`config.mk`:
```
export PLATFORM = sky130hd
export DESIGN_NAME = cpu_clk_sched
export DESIGN_NICKNAME = d
export VERILOG_FILES = /design/src/rtl/cpu_clk_sched_pkg.sv /design/src/rtl/cpu_clk_sched_tick_gen.sv /design/src/rtl/cpu_clk_sched.sv
export SDC_FILE = /design/constraint.sdc
export NUM_CORES = 1
export LEC_CHECK = 0
export ABC_CLOCK_PERIOD_IN_PS = 3600
export BUFFER_PORTS_ARGS = -buffer_cell sky130_fd_sc_hd__buf_2
export CORE_MARGIN = 8
export CORE_UTILIZATION = 30
export CTS_BUF_LIST = sky130_fd_sc_hd__clkbuf_4 sky130_fd_sc_hd__clkbuf_8
export CTS_CLUSTER_SIZE = 40
export DETAILED_ROUTE_END_ITERATION = 6
export MAX_ROUTING_LAYER = met4
export PLACE_DENSITY = 0.49
export SYNTH_ARGS = -nofsm -noshare
export SYNTH_HDL_FRONTEND = slang
export SYNTH_HIERARCHICAL = 1
export SYNTH_SLANG_ARGS = --single-unit
```
`constraint.sdc`:
```
create_clock -name clk -period 3.6 [get_ports clk]
set_clock_uncertainty 0.1 [all_clocks]
set_input_delay 0.54 -clock clk [delete_from_list [all_inputs] [get_ports clk]]
set_output_delay 0.54 -clock clk [all_outputs]
set_load 0.03 [all_outputs]
```
`src/rtl/cpu_clk_sched_pkg.sv`:
```
// Shared encodings for the CPU clock scheduler: debug-host command opcodes and FSM states.
package cpu_clk_sched_pkg;

   typedef enum logic [1:0] {
      OP_HALT   = 2'd0,
      OP_RUN    = 2'd1,
      OP_STEP   = 2'd2,
      OP_SETDIV = 2'd3
   } cmd_op_e;

   typedef enum logic [1:0] {
      ST_HALT = 2'd0,
      ST_RUN  = 2'd1,
      ST_STEP = 2'd2
   } state_e;

endpackage

```
`src/rtl/cpu_clk_sched_tick_gen.sv`:
```
// Divide counter for the CPU tick: holds cnt, div and a deferred divide value that is
// only swapped in on a wrap so a running core never sees a truncated period.
module clk_tick_gen
   import cpu_clk_sched_pkg::*;
#(
   parameter int unsigned DIV_W    = 8,
   parameter int unsigned DIV_INIT = 1
) (
   input  logic             clk,
   input  logic             rst,
   input  logic             active,
   input  logic             active_nxt,
   input  logic             set_en,
   input  logic [DIV_W-1:0] set_val,
   output logic             wrap,
   output logic             div_busy
);

   logic [DIV_W-1:0] cnt;
   logic [DIV_W-1:0] div;
   logic [DIV_W-1:0] pend;
   logic             pend_v;

   assign wrap     = active && (cnt == div);
   assign div_busy = pend_v;

   always_ff @(posedge clk) begin
      if (rst) begin
         cnt    <= '0;
         div    <= DIV_W'(DIV_INIT);
         pend   <= '0;
         pend_v <= 1'b0;
      end else begin
         // cnt is pinned to 0 in HALT, so leaving HALT always starts a fresh period
         if (!active || !active_nxt || wrap)
            cnt <= '0;
         else
            cnt <= cnt + 1'b1;

         if (set_en && !active) begin
            div <= set_val;
         end else if (set_en) begin
            pend   <= set_val;
            pend_v <= 1'b1;
         end else if (pend_v && (wrap || !active)) begin
            // !active covers a SETDIV taken on the edge that finished a STEP burst
            div    <= pend;
            pend_v <= 1'b0;
         end
      end
   end

endmodule

```
`src/rtl/cpu_clk_sched.sv`:
```
// Run/halt/step scheduler for the CPU divided clock, driven by the debug host over a
// valid/ready command port.
module cpu_clk_sched
   import cpu_clk_sched_pkg::*;
#(
   parameter int unsigned DIV_W     = 8,
   parameter int unsigned DIV_INIT  = 1,
   parameter bit          START_RUN = 1'b0
) (
   input  logic             clk,
   input  logic             rst,
   input  logic             cmd_valid,
   output logic             cmd_ready,
   input  logic [1:0]       cmd_op,
   input  logic [DIV_W-1:0] cmd_arg,
   output logic             cpu_ce,
   output logic             dclk_out,
   output logic             halted,
   output logic [31:0]      tick_cnt
);

   localparam state_e RST_ST = START_RUN ? ST_RUN : ST_HALT;

   state_e           state, state_nxt;
   logic [DIV_W-1:0] step_left, step_nxt;
   logic             accept;
   logic             set_en;
   logic             wrap;
   logic             div_busy;
   cmd_op_e          op;

   assign op        = cmd_op_e'(cmd_op);
   assign cmd_ready = !div_busy;
   assign accept    = cmd_valid && cmd_ready;

   clk_tick_gen #(
      .DIV_W    (DIV_W),
      .DIV_INIT (DIV_INIT)
   ) u_tick (
      .clk        (clk),
      .rst        (rst),
      .active     (state != ST_HALT),
      .active_nxt (state_nxt != ST_HALT),
      .set_en     (set_en),
      .set_val    (cmd_arg),
      .wrap       (wrap),
      .div_busy   (div_busy)
   );

   always_ff @(posedge clk) begin
      if (rst) begin
         state     <= RST_ST;
         step_left <= '0;
      end else begin
         state     <= state_nxt;
         step_left <= step_nxt;
      end
   end

   always_comb begin
      state_nxt = state;
      step_nxt  = step_left;
      set_en    = 1'b0;

      if (state == ST_STEP && wrap) begin
         if (step_left <= DIV_W'(1)) begin
            step_nxt  = '0;
            state_nxt = ST_HALT;
         end else begin
            step_nxt = step_left - 1'b1;
         end
      end

      // An accepted command overrides the step bookkeeping of the same edge
      if (accept) begin
         case (op)
            OP_HALT: begin
               state_nxt = ST_HALT;
               step_nxt  = '0;
            end
            OP_RUN: begin
               state_nxt = ST_RUN;
               step_nxt  = '0;
            end
            OP_STEP: begin
               state_nxt = ST_STEP;
               step_nxt  = (cmd_arg == '0) ? DIV_W'(1) : cmd_arg;
            end
            default: set_en = 1'b1;
         endcase
      end
   end

   always_ff @(posedge clk) begin
      if (rst) begin
         cpu_ce   <= 1'b0;
         dclk_out <= 1'b1;
         halted   <= !START_RUN;
         tick_cnt <= '0;
      end else begin
         cpu_ce <= wrap;
         halted <= (state_nxt == ST_HALT);
         if (wrap) begin
            dclk_out <= ~dclk_out;
            tick_cnt <= tick_cnt + 32'd1;
         end
      end
   end

endmodule

```
## Word level (Yosys, flattened, before mapping)

Index checks and enable logic that the tools add are counted.

| word-level totals | value |
|---|---|
| bits of input ports | 13 |
| register bits after elaboration | 70 |
| output and inout port bits | 36 |

| operators by class | value |
|---|---|
| reduce and logical (&&, ||, !) cells | 24 |
| bitwise operators | 2 |
| equal/unequal tests | 5 |
| mux-type cells | 16 |
| magnitude comparators | 1 |
| $add $sub $neg | 3 |

Operators by type and width:

| kind | count |
|---|---|
| 8-bit 2-to-1 mux | 7 |
| 32-bit by 1-bit adder with 32-bit output (second input constant) | 1 |
| 8-bit case mux with 2 select lines | 1 |
| 8-bit by 1-bit adder with 8-bit output (second input constant) | 1 |
| 8-bit == test | 1 |
| 8-bit by 1-bit <= comparator with 1-bit output (second input constant) | 1 |
| 8-bit logical NOT | 1 |
| 2-bit nonzero test | 4 |
| 8-bit by 1-bit subtractor with 8-bit output (second input constant) | 1 |
| 2-bit 2-to-1 mux | 3 |
| 2-bit case mux with 3 select lines | 1 |
| 2-bit AND reduction | 3 |
| 1-bit logical AND | 5 |
| 2-bit == test (second input constant) | 2 |
| 2-bit logical NOT | 2 |
| 1-bit 2-to-1 mux | 4 |
| 2-bit OR reduction | 2 |
| 1-bit logical NOT | 3 |
| 1-bit logical OR | 3 |
| 3-bit OR reduction | 1 |
| 2-bit by 1-bit == test with 1-bit output (second input constant) | 1 |
| 2-bit != test (second input constant) | 1 |
| 1-bit NOT | 2 |

## Logic depth before layout (Yosys ltp)

| logic depth | value |
|---|---|
| depth in word-level cells | 11 |
| mapped depth | 11 |

## By module

Netlist, hierarchy kept.

Modules (own cells, without submodules):

| module | area an instance (µm²) | times used | cells each | sequential area each (µm²) |
|---|---|---|---|---|
| cpu_clk_sched | 2,230.9 | 1 | 261 | 900.9 |
| clk_tick_gen | 1,287.5 | 1 | 145 | 500.5 |

## Worst setup path after synthesis

OpenSTA, ideal clock, no wires.

| timing path | value |
|---|---|
| path type | register -> register |
| start point | register u_tick.cnt[5] |
| end point | register tick_cnt[31] |
| setup slack | 0.927 ns |
| data arrival time | 2.503 ns |
| period minus slack after synthesis | 2.673 ns |
| data required time | 3.430 ns |
| cell stages (with the launch flop) | 9 |
| library setup time | 0.070 ns |
| cells stage by stage | dfxtp_1 > xnor2_1 > nand4_2 > nor3_1 > nand4_4 > or3_1 > buf_2 > or4_1 > a21oi_1 |

| between the ends | value |
|---|---|
| longest elaborated chain between the ends | 2 |

RTL lines:

| what | line | RTL |
|---|---|---|
| from (decl) | cpu_clk_sched_tick_gen.sv:19 | `logic [DIV_W-1:0] cnt;` |
| from (signal assigned) | cpu_clk_sched_tick_gen.sv:38 | `cnt <= cnt + 1'b1;` |
| 8-bit == test | cpu_clk_sched_tick_gen.sv:24 | `assign wrap = active && (cnt == div);` |
| 1-bit logical AND | cpu_clk_sched_tick_gen.sv:24 |  |
| named net wrap | cpu_clk_sched.sv:28 | `logic wrap;` |
| to (signal assigned) | cpu_clk_sched.sv:105 | `tick_cnt <= tick_cnt + 32'd1;` |
| to (decl) | cpu_clk_sched.sv:19 | `output logic [31:0] tick_cnt` |

The timed path passes the listed nets, and every way through them passes these cells.
A chain may end at the register's enable or synchronous reset.

## Worst setup path in the final report

| timing path | value |
|---|---|
| start point | register u_tick.div[2] |
| end point | register tick_cnt[20] |

| between the ends | value |
|---|---|
| longest elaborated chain between the ends | 2 |

RTL lines:

| what | line | RTL |
|---|---|---|
| from (decl) | cpu_clk_sched_tick_gen.sv:20 | `logic [DIV_W-1:0] div;` |
| from (signal assigned) | cpu_clk_sched_tick_gen.sv:30 | `div <= DIV_W'(DIV_INIT);` |
| from (signal assigned) | cpu_clk_sched_tick_gen.sv:41 | `div <= set_val;` |
| from (signal assigned) | cpu_clk_sched_tick_gen.sv:47 | `div <= pend;` |
| 8-bit == test | cpu_clk_sched_tick_gen.sv:24 |  |
| 1-bit logical AND | cpu_clk_sched_tick_gen.sv:24 |  |
| named net wrap | cpu_clk_sched.sv:28 |  |

The timed path passes the listed nets, and every way through them passes these cells.

==> metrics <==
outcome finished clean; Rows 39; fin nets 467; vias in the first global route 3104; CTS tree built; CP Data Required Time approximately 3.8 ns; hpwl dp around 6.7 mm; pwr dens approximately 430 mW/mm^2; measured slew at the worst slew-check pin 0.9643 ns; asr flop ratio synth 0%; PostCTS Resize Cnt 0; CP max FO 16; Avg Inst Size Synth 8.666 sq um; # port buffers 48; CP Capture Type register; drt wl/cell 15.69 um; Syn Std Cell Area 0.003518 sq mm; die width between 100 and 150 um; # Post-CTS Setup Buffers 0; Final Hold Fails 0; M1 WL 4.581 mm; post-route clock period utilization 87.56%; FF+latch count, synth 70; Synth Warn # 6; drt pass-1 iters 5; Max Freq between 0.3 and 0.4 GHz; clk_lat worst skew 0.37 ns; placed cells 582; kind of critical path register to register; Post-CTS Hold Fix Bufs 0; clock tree buffer depth 2; layout cell share with drive strength beyond 1 between 15 and 20%; largest cells by area after synthesis dfxtp_1 40%, xnor2_1 5.5%, a21oi_1 5.0%, nand2_1 4.2%, nand4_1 3.2%; slowest stage cell, crit path or3_1; post-DR vias/cell roughly 5.4; Num CTS Buffers 9; RSZ-0062 raised after global routing false; WP data arrival 3.35 ns; setup TNS 0 ns; Gate Count Post-Synth 406; Max Used Layer met4; die footprint between 0.015 and 0.02 sq mm; post-synth top area cell dfxtp_1; Post-synth top cells 70 x dfxtp_1, 39 x nand2_1, 35 x a21oi_1; Starting Density 30.81%; # DRC 0; # H-tree levels 3; Final Critical Period 3.152 ns; Crit path largest cell delay 0.60 ns; Max Slew Vio Count 0; count leader, synth dfxtp_1; GRT overflow 0; Hold WC Path Type input pin to register; post-synthesis cell type count 51; EDFF count, synth 0; Worst Setup Start Kind register; Slew headroom between 30% and 40%; die height 124.3 um; Synth Flop Type dfxtp_1; antenna viol nets, final 0; n_diodes 0; Sink Count 70; I/O pin count 49; clk root buf clkbuf_8; clock-pin slew on the worst setup and hold paths ~0.090 ns; worst path cell trace xnor2_1 -> nand4_2 -> nor3_2 -> nand3_1 -> or3_1 -> or4_1 -> a21oi_1; Layout Cells excl Fill 598; first-pass GRT wire length roughly 16 mm; vias ~3200; Overall Global Routing Usage about an eighth; max_cap viols 0; initial drt markers 207; # setup viols final 0; P_leak 1.446 nW; post-synthesis sequential area ratio 39.83%; gpl congestion 0.7652; core area approximately 0.011 sq mm; final wirelength 9.384 mm; Area Growth Syn to Fin 18.03%; # fillers 1210; largest net degree at the start of global routing 39; maximum vdd ir drop 312.9 uV; top-area cell type share of the netlist area 39.83%; Mapped Nets 423; WL met2 4.320 mm; initial antenna violation count 0; met3 wire len just under 300 um
[path summary, 6_finish.rpt]
| check | end | cells past startpoint | slack [ns] | startpoint |
|---|---|---|---|---|
| max | tick_cnt[20] | 7 | 0.45 | u_tick/div[2] |
| min | u_tick/pend[0] | 3 | 0.33 | cmd_arg[0] |
| max reg2reg | tick_cnt[20] | 7 | 0.45 | u_tick/div[2] |
| min reg2reg | u_tick/pend[7] | 2 | 0.36 | u_tick/pend[7] |
[cell usage in the layout, fill, tap and decap left out, types with 4 or more instances in the layout]
master	n
dfxtp_1	70
buf_2	48
nor3_1	5
o211ai_1	5
ha_1	4
o2111ai_1	10
o21ai_0	9
and3_1	5
inv_1	8
nand4_1	18
a21oi_1	35
nor2_1	29
and4_1	5
nand2_1	39
or4_1	14
xor2_1	7
clkbuf_8	10
nor4_1	9
bufinv_16	4
xnor2_1	22
a32oi_1	8
or3_1	10
mux2_2	7
nand3_1	17
o31ai_1	14
[report_power, final]
group	internal, mW	switching, mW
registers	0.785	0.0111
clock network	0.548	0.324
logic	0.0419	0.0818
total	1.37	0.417
[routing by layer]
layer / GRT usage [%] / vias up
met2: 18.61 / 57
met5: - / -
met3: 2.553 / 15
met4: 6.237 / 0
met1: 15.82 / 1545
li1: - / 1618
[layout make-up]
cell class              count  area (sq um)  area share [%]
inverters                   8         30.03          0.7231
clock inverters             6         132.6           3.194
well taps                 143         178.9           4.309
multi-input cells         310          2009           48.39
clock buffers              10         137.6           3.314
repair buffers             51         262.8           6.327
flip-flops and latches     70          1401           33.75
[cell families (layout without fill, tap and decap cells)]
family                   count (synthesis)  count (layout)  share of synthesized area (%)
multiplexers                             9               9                          2.810
flip-flops                              70              70                          39.83
AO/OA/AOI/OAI                           94              94                          17.78
adder cells (fa/ha/maj)                  4               4                          1.423
buffers and inverters                   26              75                          3.201
XOR/XNOR                                29              29                          7.219
AND/OR/NAND/NOR                        174             174                          27.74
[metrics by stage]
stage	area, sq um	hold slack [ns]	worst slack (ns)	power, mW	utilization (%)
2_1_floorplan	3518	0.3338	0.9271	0.9013	-
3_3_place_gp	3882	0.3409	0.5688	0.9380	34.00
3_5_place_dp	3882	0.3488	0.4946	0.9388	34.00
4_1_cts	4153	0.3108	0.4759	1.816	36.37
5_1_grt	4153	0.3322	0.1993	1.861	36.37
6_report	4153	0.3297	0.4479	1.792	36.37
[critical path, delay by kind of cell (launching register included)]
family	cells	cell delay [ns]
xor gates and xnor gates	1	0.23
and+or+nand+nor	5	2.24
DFF	1	0.35
AOI/OAI and AO/OA	1	0.15
[sequential cells by signal, indices dropped and copies added, names as in the netlist]
signal / count
dclk_out: 1
u_tick/div: 8
u_tick/div_busy: 1
tick_cnt: 32
u_tick/pend: 8
cpu_ce: 1
step_left: 8
halted: 1
u_tick/cnt: 8
state: 2
Note: power is estimated with default switching activity, not from simulation.
